File: config.mk
export PLATFORM = sky130hd
export DESIGN_NAME = i2s_tx_serializer_flat
export DESIGN_NICKNAME = d
export VERILOG_FILES = /design/src/rtl/i2s_pkg.sv /design/src/rtl/i2s_tx_serializer_if.sv /design/src/rtl/i2s_sck_gen.sv /design/src/rtl/i2s_tx_serializer.sv /design/src/flat_wrapper.sv
export SDC_FILE = /design/constraint.sdc
export NUM_CORES = 1
export LEC_CHECK = 0
export CORE_MARGIN = 3
export CORE_UTILIZATION = 55
export CTS_BUF_LIST = sky130_fd_sc_hd__clkbuf_16
export DETAILED_ROUTE_END_ITERATION = 6
export PLACE_DENSITY_LB_ADDON = 0.08
export SYNTH_ARGS = -nofsm -noshare
export SYNTH_HDL_FRONTEND = slang
export SYNTH_SLANG_ARGS = --single-unit
File: constraint.sdc
create_clock -name clk -period 1.85 [get_ports clk]
set_input_delay 0.4625 -clock clk [delete_from_list [all_inputs] [get_ports clk]]
set_output_delay 0.4625 -clock clk [all_outputs]
set_load 0.05 [all_outputs]
File: src/rtl/i2s_pkg.sv
// ============================================================================
// i2s_pkg -- shared I2S defaults and state encoding (TX FIFO, serializer, RX)
// Rev 1.0
// ============================================================================
`default_nettype none

package i2s_pkg;

  localparam int I2S_WORD_W  = 32;
  localparam int I2S_CLK_DIV = 2;

  typedef enum logic [1:0] {
    IDLE = 2'd0,
    RUN  = 2'd1,
    STOP = 2'd2
  } i2s_state_e;

endpackage

`default_nettype wire

File: src/rtl/i2s_tx_serializer_if.sv
// ============================================================================
// i2s_tx_serializer_if -- FIFO read port plus I2S pins of the TX serializer
// Rev 1.0
// ============================================================================
`default_nettype none

interface i2s_tx_serializer_if #(
  parameter int WORD_W = 32
);

  logic              en;
  logic [WORD_W-1:0] fifo_data;
  logic              fifo_empty;
  logic              fifo_rd;
  logic              sck;
  logic              ws;
  logic              sd;
  logic              underrun;
  logic              busy;

  modport master (
    input  en, fifo_data, fifo_empty,
    output fifo_rd, sck, ws, sd, underrun, busy
  );

  modport slave (
    output en, fifo_data, fifo_empty,
    input  fifo_rd, sck, ws, sd, underrun, busy
  );

endinterface

`default_nettype wire

File: src/rtl/i2s_sck_gen.sv
// ============================================================================
// i2s_sck_gen -- clock-enable divider producing SCK with rise/fall strobes
// Rev 1.0
// ============================================================================
`default_nettype none

module i2s_sck_gen #(
  parameter int CLK_DIV = 2
) (
  input  logic clk,
  input  logic Rst,
  input  logic run_i,
  input  logic park_i,
  output logic sck_o,
  output logic rise_o,
  output logic fall_o
);

  localparam int            DW       = (CLK_DIV > 1) ? $clog2(CLK_DIV) : 1;
  localparam logic [DW-1:0] DIV_LAST = DW'(CLK_DIV - 1);

  logic [DW-1:0] div_cnt_q;
  logic          sck_q;
  logic          wrap;

  assign wrap   = run_i && (div_cnt_q == DIV_LAST);
  assign rise_o = wrap && !sck_q;
  assign fall_o = wrap &&  sck_q;
  assign sck_o  = sck_q;

  // park_i swallows the pending rise so SCK stays low while the stream halts
  always_ff @(posedge clk) begin
    if (Rst || !run_i) begin
      div_cnt_q <= '0;
      sck_q     <= 1'b0;
    end else if (wrap) begin
      div_cnt_q <= '0;
      sck_q     <= park_i ? 1'b0 : ~sck_q;
    end else begin
      div_cnt_q <= div_cnt_q + DW'(1);
    end
  end

endmodule

`default_nettype wire

File: src/rtl/i2s_tx_serializer.sv
// ============================================================================
// i2s_tx_serializer -- pops stereo words from the TX FIFO, drives Philips I2S
// Rev 1.0
// ============================================================================
`default_nettype none

module i2s_tx_serializer
  import i2s_pkg::*;
#(
  parameter int CLK_DIV = I2S_CLK_DIV,
  parameter int WORD_W  = I2S_WORD_W
) (
  input  logic                clk,
  input  logic                Rst,
  i2s_tx_serializer_if.master bus
);

  localparam int            BW       = $clog2(WORD_W);
  localparam logic [BW-1:0] BIT_LAST = BW'(WORD_W - 1);

  i2s_state_e        state_q, state_d;
  logic              hold_valid_q, hold_valid_d;
  logic              rd_pending_q, rd_pending_d;
  logic [WORD_W-1:0] hold_q, hold_d;
  logic [WORD_W-1:0] shift_q, shift_d;
  logic [BW-1:0]     bit_cnt_q, bit_cnt_d;
  logic              ws_q, ws_d;
  logic              sd_q, sd_d;
  logic              underrun_q, underrun_d;
  logic [WORD_W-1:0] word;
  logic              fifo_rd;
  logic              sck, rise, fall;

  i2s_sck_gen #(.CLK_DIV(CLK_DIV)) u_sck_gen (
    .clk    (clk),
    .Rst    (Rst),
    .run_i  (state_q != IDLE),
    .park_i (state_q == STOP),
    .sck_o  (sck),
    .rise_o (rise),
    .fall_o (fall)
  );

  assign fifo_rd      = !Rst && !hold_valid_q && !rd_pending_q && !bus.fifo_empty;
  assign bus.fifo_rd  = fifo_rd;
  assign bus.sck      = sck;
  assign bus.ws       = ws_q;
  assign bus.sd       = sd_q;
  assign bus.underrun = underrun_q;
  assign bus.busy     = (state_q != IDLE);

  always_comb begin
    state_d      = state_q;
    hold_valid_d = hold_valid_q;
    rd_pending_d = rd_pending_q;
    hold_d       = hold_q;
    shift_d      = shift_q;
    bit_cnt_d    = bit_cnt_q;
    ws_d         = ws_q;
    sd_d         = sd_q;
    underrun_d   = 1'b0;
    word         = hold_valid_q ? hold_q : '0;

    if (fifo_rd) rd_pending_d = 1'b1;
    if (rd_pending_q) begin
      hold_d       = bus.fifo_data;
      hold_valid_d = 1'b1;
      rd_pending_d = 1'b0;
    end

    case (state_q)
      IDLE: begin
        // ws starts high so the first fall drops it and emits the I2S delay bit
        if (bus.en && hold_valid_q) begin
          ws_d      = 1'b1;
          bit_cnt_d = BIT_LAST;
          shift_d   = '0;
          state_d   = RUN;
        end
      end
      RUN: begin
        if (fall) begin
          if (bit_cnt_q == '0) begin
            sd_d    = word[WORD_W-1];
            shift_d = word << 1;
            if (hold_valid_q) hold_valid_d = 1'b0;
            else              underrun_d   = 1'b1;
          end else begin
            sd_d    = shift_q[WORD_W-1];
            shift_d = shift_q << 1;
          end
          if (bit_cnt_q == BIT_LAST) begin
            ws_d      = ~ws_q;
            bit_cnt_d = '0;
            if (!bus.en && ws_q) state_d = STOP;
          end else begin
            bit_cnt_d = bit_cnt_q + BW'(1);
          end
        end
      end
      STOP: begin
        if (rise) begin
          ws_d    = 1'b0;
          sd_d    = 1'b0;
          state_d = IDLE;
        end
      end
      default: state_d = IDLE;
    endcase
  end

  always_ff @(posedge clk) begin
    if (Rst) begin
      state_q      <= IDLE;
      hold_valid_q <= 1'b0;
      rd_pending_q <= 1'b0;
      hold_q       <= '0;
      shift_q      <= '0;
      bit_cnt_q    <= '0;
      ws_q         <= 1'b0;
      sd_q         <= 1'b0;
      underrun_q   <= 1'b0;
    end else begin
      state_q      <= state_d;
      hold_valid_q <= hold_valid_d;
      rd_pending_q <= rd_pending_d;
      hold_q       <= hold_d;
      shift_q      <= shift_d;
      bit_cnt_q    <= bit_cnt_d;
      ws_q         <= ws_d;
      sd_q         <= sd_d;
      underrun_q   <= underrun_d;
    end
  end

endmodule

`default_nettype wire
File: src/flat_wrapper.sv
// flat-port wrapper written by rule: the top's interface ports become plain ports
module i2s_tx_serializer_flat import i2s_pkg::*;
#(
  parameter int CLK_DIV = I2S_CLK_DIV,
  parameter int WORD_W  = I2S_WORD_W
)
  (clk, Rst, bus_en, bus_fifo_data, bus_fifo_empty, bus_fifo_rd, bus_sck, bus_ws, bus_sd, bus_underrun, bus_busy);
  i2s_tx_serializer_if #(.WORD_W(WORD_W)) bus_i ();
  input  logic clk;
  input  logic Rst;
  input wire logic [$bits(bus_i.en)-1:0] bus_en;
  input wire logic [$bits(bus_i.fifo_data)-1:0] bus_fifo_data;
  input wire logic [$bits(bus_i.fifo_empty)-1:0] bus_fifo_empty;
  output wire logic [$bits(bus_i.fifo_rd)-1:0] bus_fifo_rd;
  output wire logic [$bits(bus_i.sck)-1:0] bus_sck;
  output wire logic [$bits(bus_i.ws)-1:0] bus_ws;
  output wire logic [$bits(bus_i.sd)-1:0] bus_sd;
  output wire logic [$bits(bus_i.underrun)-1:0] bus_underrun;
  output wire logic [$bits(bus_i.busy)-1:0] bus_busy;
  assign bus_i.en = bus_en;
  assign bus_i.fifo_data = bus_fifo_data;
  assign bus_i.fifo_empty = bus_fifo_empty;
  assign bus_fifo_rd = bus_i.fifo_rd;
  assign bus_sck = bus_i.sck;
  assign bus_ws = bus_i.ws;
  assign bus_sd = bus_i.sd;
  assign bus_underrun = bus_i.underrun;
  assign bus_busy = bus_i.busy;
  i2s_tx_serializer #(.CLK_DIV(CLK_DIV), .WORD_W(WORD_W)) u_core (.clk(clk), .Rst(Rst), .bus(bus_i));
endmodule
==> results by group <==
Floorplan
  • Row cnt: 27
  • Core area: 5680 sq um
  • Starting Density: 58.8%
  • IO Pins: 42
  • Die Area: 7040 sq um
  • Die Wd: 83.9 um
  • Chip height: 83.9 um

STA
  • Worst Skew: 4.47 ps
  • Tcrit/Tclk final: 99.8%
  • Slew @ Worst Pin: 556 ps
  • Slew Viols, Final: 0
  • Worst Setup Slack, final: 3.40 ps
  • Final setup fails: 0
  • Max Freq: 542 MHz
  • Endpoints failing hold: 0
  • Headroom to the max-slew limit: 62.9%
  • Crit path time final: 1850 ps

Pwr
  • Net switching power: 1.27 mW
  • Flop pwr share: 38.5%
  • Max VDD drop: 0.000746 V
  • Sw Share: 27.4%
  • PwrDens: 1060 nW/um^2
  • Clock power share: 39.8%
  • Total power: 4.62 mW
  • Cell internal pwr: 3.35 mW
  • Static leakage: 1.73 nW
  • Comb power frac: 21.7%

Place
  • HPWL Detailed: 4740 um
  • GPL Wtd Cong: 0.800
  • Port bufs: 41
  • DP Worst Slack: -491 ps

Setup path
  • CP arrival: 2060 ps
  • Crit path launch type: input port
  • Req. time, crit path: 2060 ps
  • Cells along the critical path: clkdlybuf4s50_1, nand3_1, o21ai_2, buf_4, nor2_1, a311oi_1
  • Crit path largest cell delay: 500 ps
  • CP Max Fanout: 6
  • Worst path slowest cell: clkdlybuf4s50_1
  • CP Class: in2reg
  • Crit. End Element: flip-flop

Global route
  • Met3 Usage GRT: 4.15%
  • Initial antenna violation count: 0
  • GRT met2 Usage: 34.9%
  • Gr busiest metal: met2
  • Largest net degree at the start of global routing: 35
  • Total grt overflow: 0
  • First-pass GRT wire length: 12300 um
  • Vias in the first global route: 2687
  • Overall routing resource usage: 21.3%
  • Met1 Usage GRT: 26.8%

Cells and area
  • Commonest non-fill, non-tap cells in the layout: dfxtp_1 (74), nor2_1 (39), mux2i_1 (36), clkdlybuf4s50_1 (34), and3_1 (32)
  • P&R area growth vs syn: 30.2%
  • Most common cell after layout, fill and taps aside: dfxtp_1
  • Fillers: 410
  • Antenna diode count: 0
  • Layout cells sized above 1: 20.9%
  • Nets: 440

Synthesis
  • Net count after synthesis: 386
  • #FFs+latches synth: 77
  • Post-synth EDFFs: 0
  • Seq/Total Area, Yosys: 46.2%
  • Netlist cell types: 37
  • Ys async rst share: 0%
  • Cells after Synth: 343
  • Number of synthesis warnings: 0
  • Post-synth design cell area: 3340 sq um
  • Synthesized area per cell: 9.74 sq um
  • Main synth FF type: dfxtp_1

Route
  • Drt drc: 0
  • Drt pass-1 iters: 4
  • Detailed Route WL: 7440 um
  • Routed wire per std cell: 15.7 um
  • Vias post-DR: 2714
  • Routed via count divided by cell count: 5.73
  • Routed Antenna Nets: 0
  • 1st-iter DRT viols: 123

Clocking
  • Clock sinks: 77
  • Worst-Skew Late Latency: 330 ps
  • Clock Pin Slew Worst Setup and Hold Paths: 60 ps
  • Cts bufs inserted: 9
  • CTS tree: yes
  • CTS max path bufs: 2
  • Root buffer cell: clkbuf_16
  • H-tree lvl count: 3

Hold path
  • Hold Crit Class: reg2reg

Status
  • Outcome: complete, no violations

Job
  • Max cap viols: 0
-- synth_stat cells (2+ instances only) --
cell type / count / area (sq um)
o31ai_1: 4 / 30.0
nand2_1: 8 / 30.0
and3_1: 32 / 200
dfxtp_1: 77 / 1540
o21ai_0: 4 / 20.0
nor4_1: 2 / 12.5
clkbuf_1: 12 / 45.0
nor3_1: 3 / 15.0
and3b_1: 2 / 17.5
o2111ai_1: 2 / 17.5
nor2_1: 40 / 150
buf_6: 3 / 33.8
nand3_1: 4 / 20.0
nand2b_1: 3 / 18.8
buf_1: 5 / 18.8
mux2i_1: 36 / 360
a21oi_2: 10 / 87.6
o21a_1: 2 / 15.0
nor3b_1: 2 / 15.0
buf_2: 8 / 40.0
inv_1: 8 / 30.0
o2bb2ai_1: 30 / 263
ha_1: 7 / 87.6
a21oi_1: 25 / 125
a211oi_1: 2 / 15.0
-- registers in the layout, summed over array words and instances, names as in the netlist --
| signal | flops |
|---|---|
| u_core.hold_q | 32 |
| u_core.u_sck_gen.sck_o | 1 |
| u_core.bus.sd | 1 |
| u_core.state_q | 2 |
| u_core.shift_q | 31 |
| u_core.bus.underrun | 1 |
| u_core.bus.ws | 1 |
| u_core.rd_pending_q | 1 |
| u_core.hold_valid_q | 1 |
| u_core.bit_cnt_q | 5 |
| u_core.u_sck_gen.div_cnt_q | 1 |
-- power groups by stage --
stage	Combinational, mW	Sequential (mW)	Clock [mW]
detailed placement	0.943	1.81	0
global placement	0.922	1.81	0
CTS	0.960	1.78	1.87
floorplan	0.552	1.83	0
global route	1.08	1.78	1.94
finish	1.00	1.78	1.84
-- final cells by class --
class	count	area (sq um)	area share, %
Multi-Input combinational cell	231	1710	39.2
Tap cell	72	90.1	2.07
Inverter	8	30.0	0.690
Clock inverter	7	90.1	2.07
Sequential cell	77	1550	35.5
Clock buffer	9	225	5.18
Timing Repair Buffer	70	662	15.2
-- per-layer routing --
metal	share of wire, %	routed length [um]	vias to the layer above
li1	-	-	1350
met1	45	3320	1255
met2	47	3500	83
met3	5.4	403	26
met4	2.9	214	0
met5	0	0	-
-- critical path, delay by kind of cell --
kind,cells,cell delay (ps)
buffers and inverters,2,740
and+or+nand+nor,2,200
AOI/OAI and AO/OA,2,660
-- path summary, 6_finish.rpt --
check	from	cells past startpoint	to	slack, ps
min reg2reg	u_core.shift_q[1]	2	u_core.shift_q[1]	460
min	u_core.shift_q[1]	2	u_core.shift_q[1]	460
max reg2reg	u_core.state_q[0]	7	u_core.bit_cnt_q[1]	10
max	bus_en	6	u_core.bit_cnt_q[1]	3
-- metrics by stage --
step / setup TNS (ps) / hold slack, ps / std cells / utilization [%] / instance area, sq um
3_5_place_dp: -14200 / 447 / 454 / 69.5 / 3950
3_3_place_gp: -13060 / 444 / 454 / 69.5 / 3950
2_1_floorplan: 0 / 432 / 343 / - / 3350
4_1_cts: 0 / 452 / 473 / 75.8 / 4300
5_1_grt: -37.1 / 476 / 474 / 76.6 / 4350
6_report: 0 / 462 / 474 / 76.6 / 4350
-- logic make-up after synthesis --
family          count (synthesis)  synth area share [%]
buf+inv                        36                  5.02
mux                            36                  10.8
simple gates                  102                  16.9
fa+ha+maj                       7                  2.62
compound gates                 85                  18.5
flops                          77                  46.2
-- timing repair --
item / CTS / global route
setup buffers: 3 / 0
hold buffers: 0 / 0
setup endpoints to repair: 34 / 34
pin swaps: 3 / 2
resized for setup: 8 / 11
cloned: 0 / 1
Power figures use the tool's default switching activity.
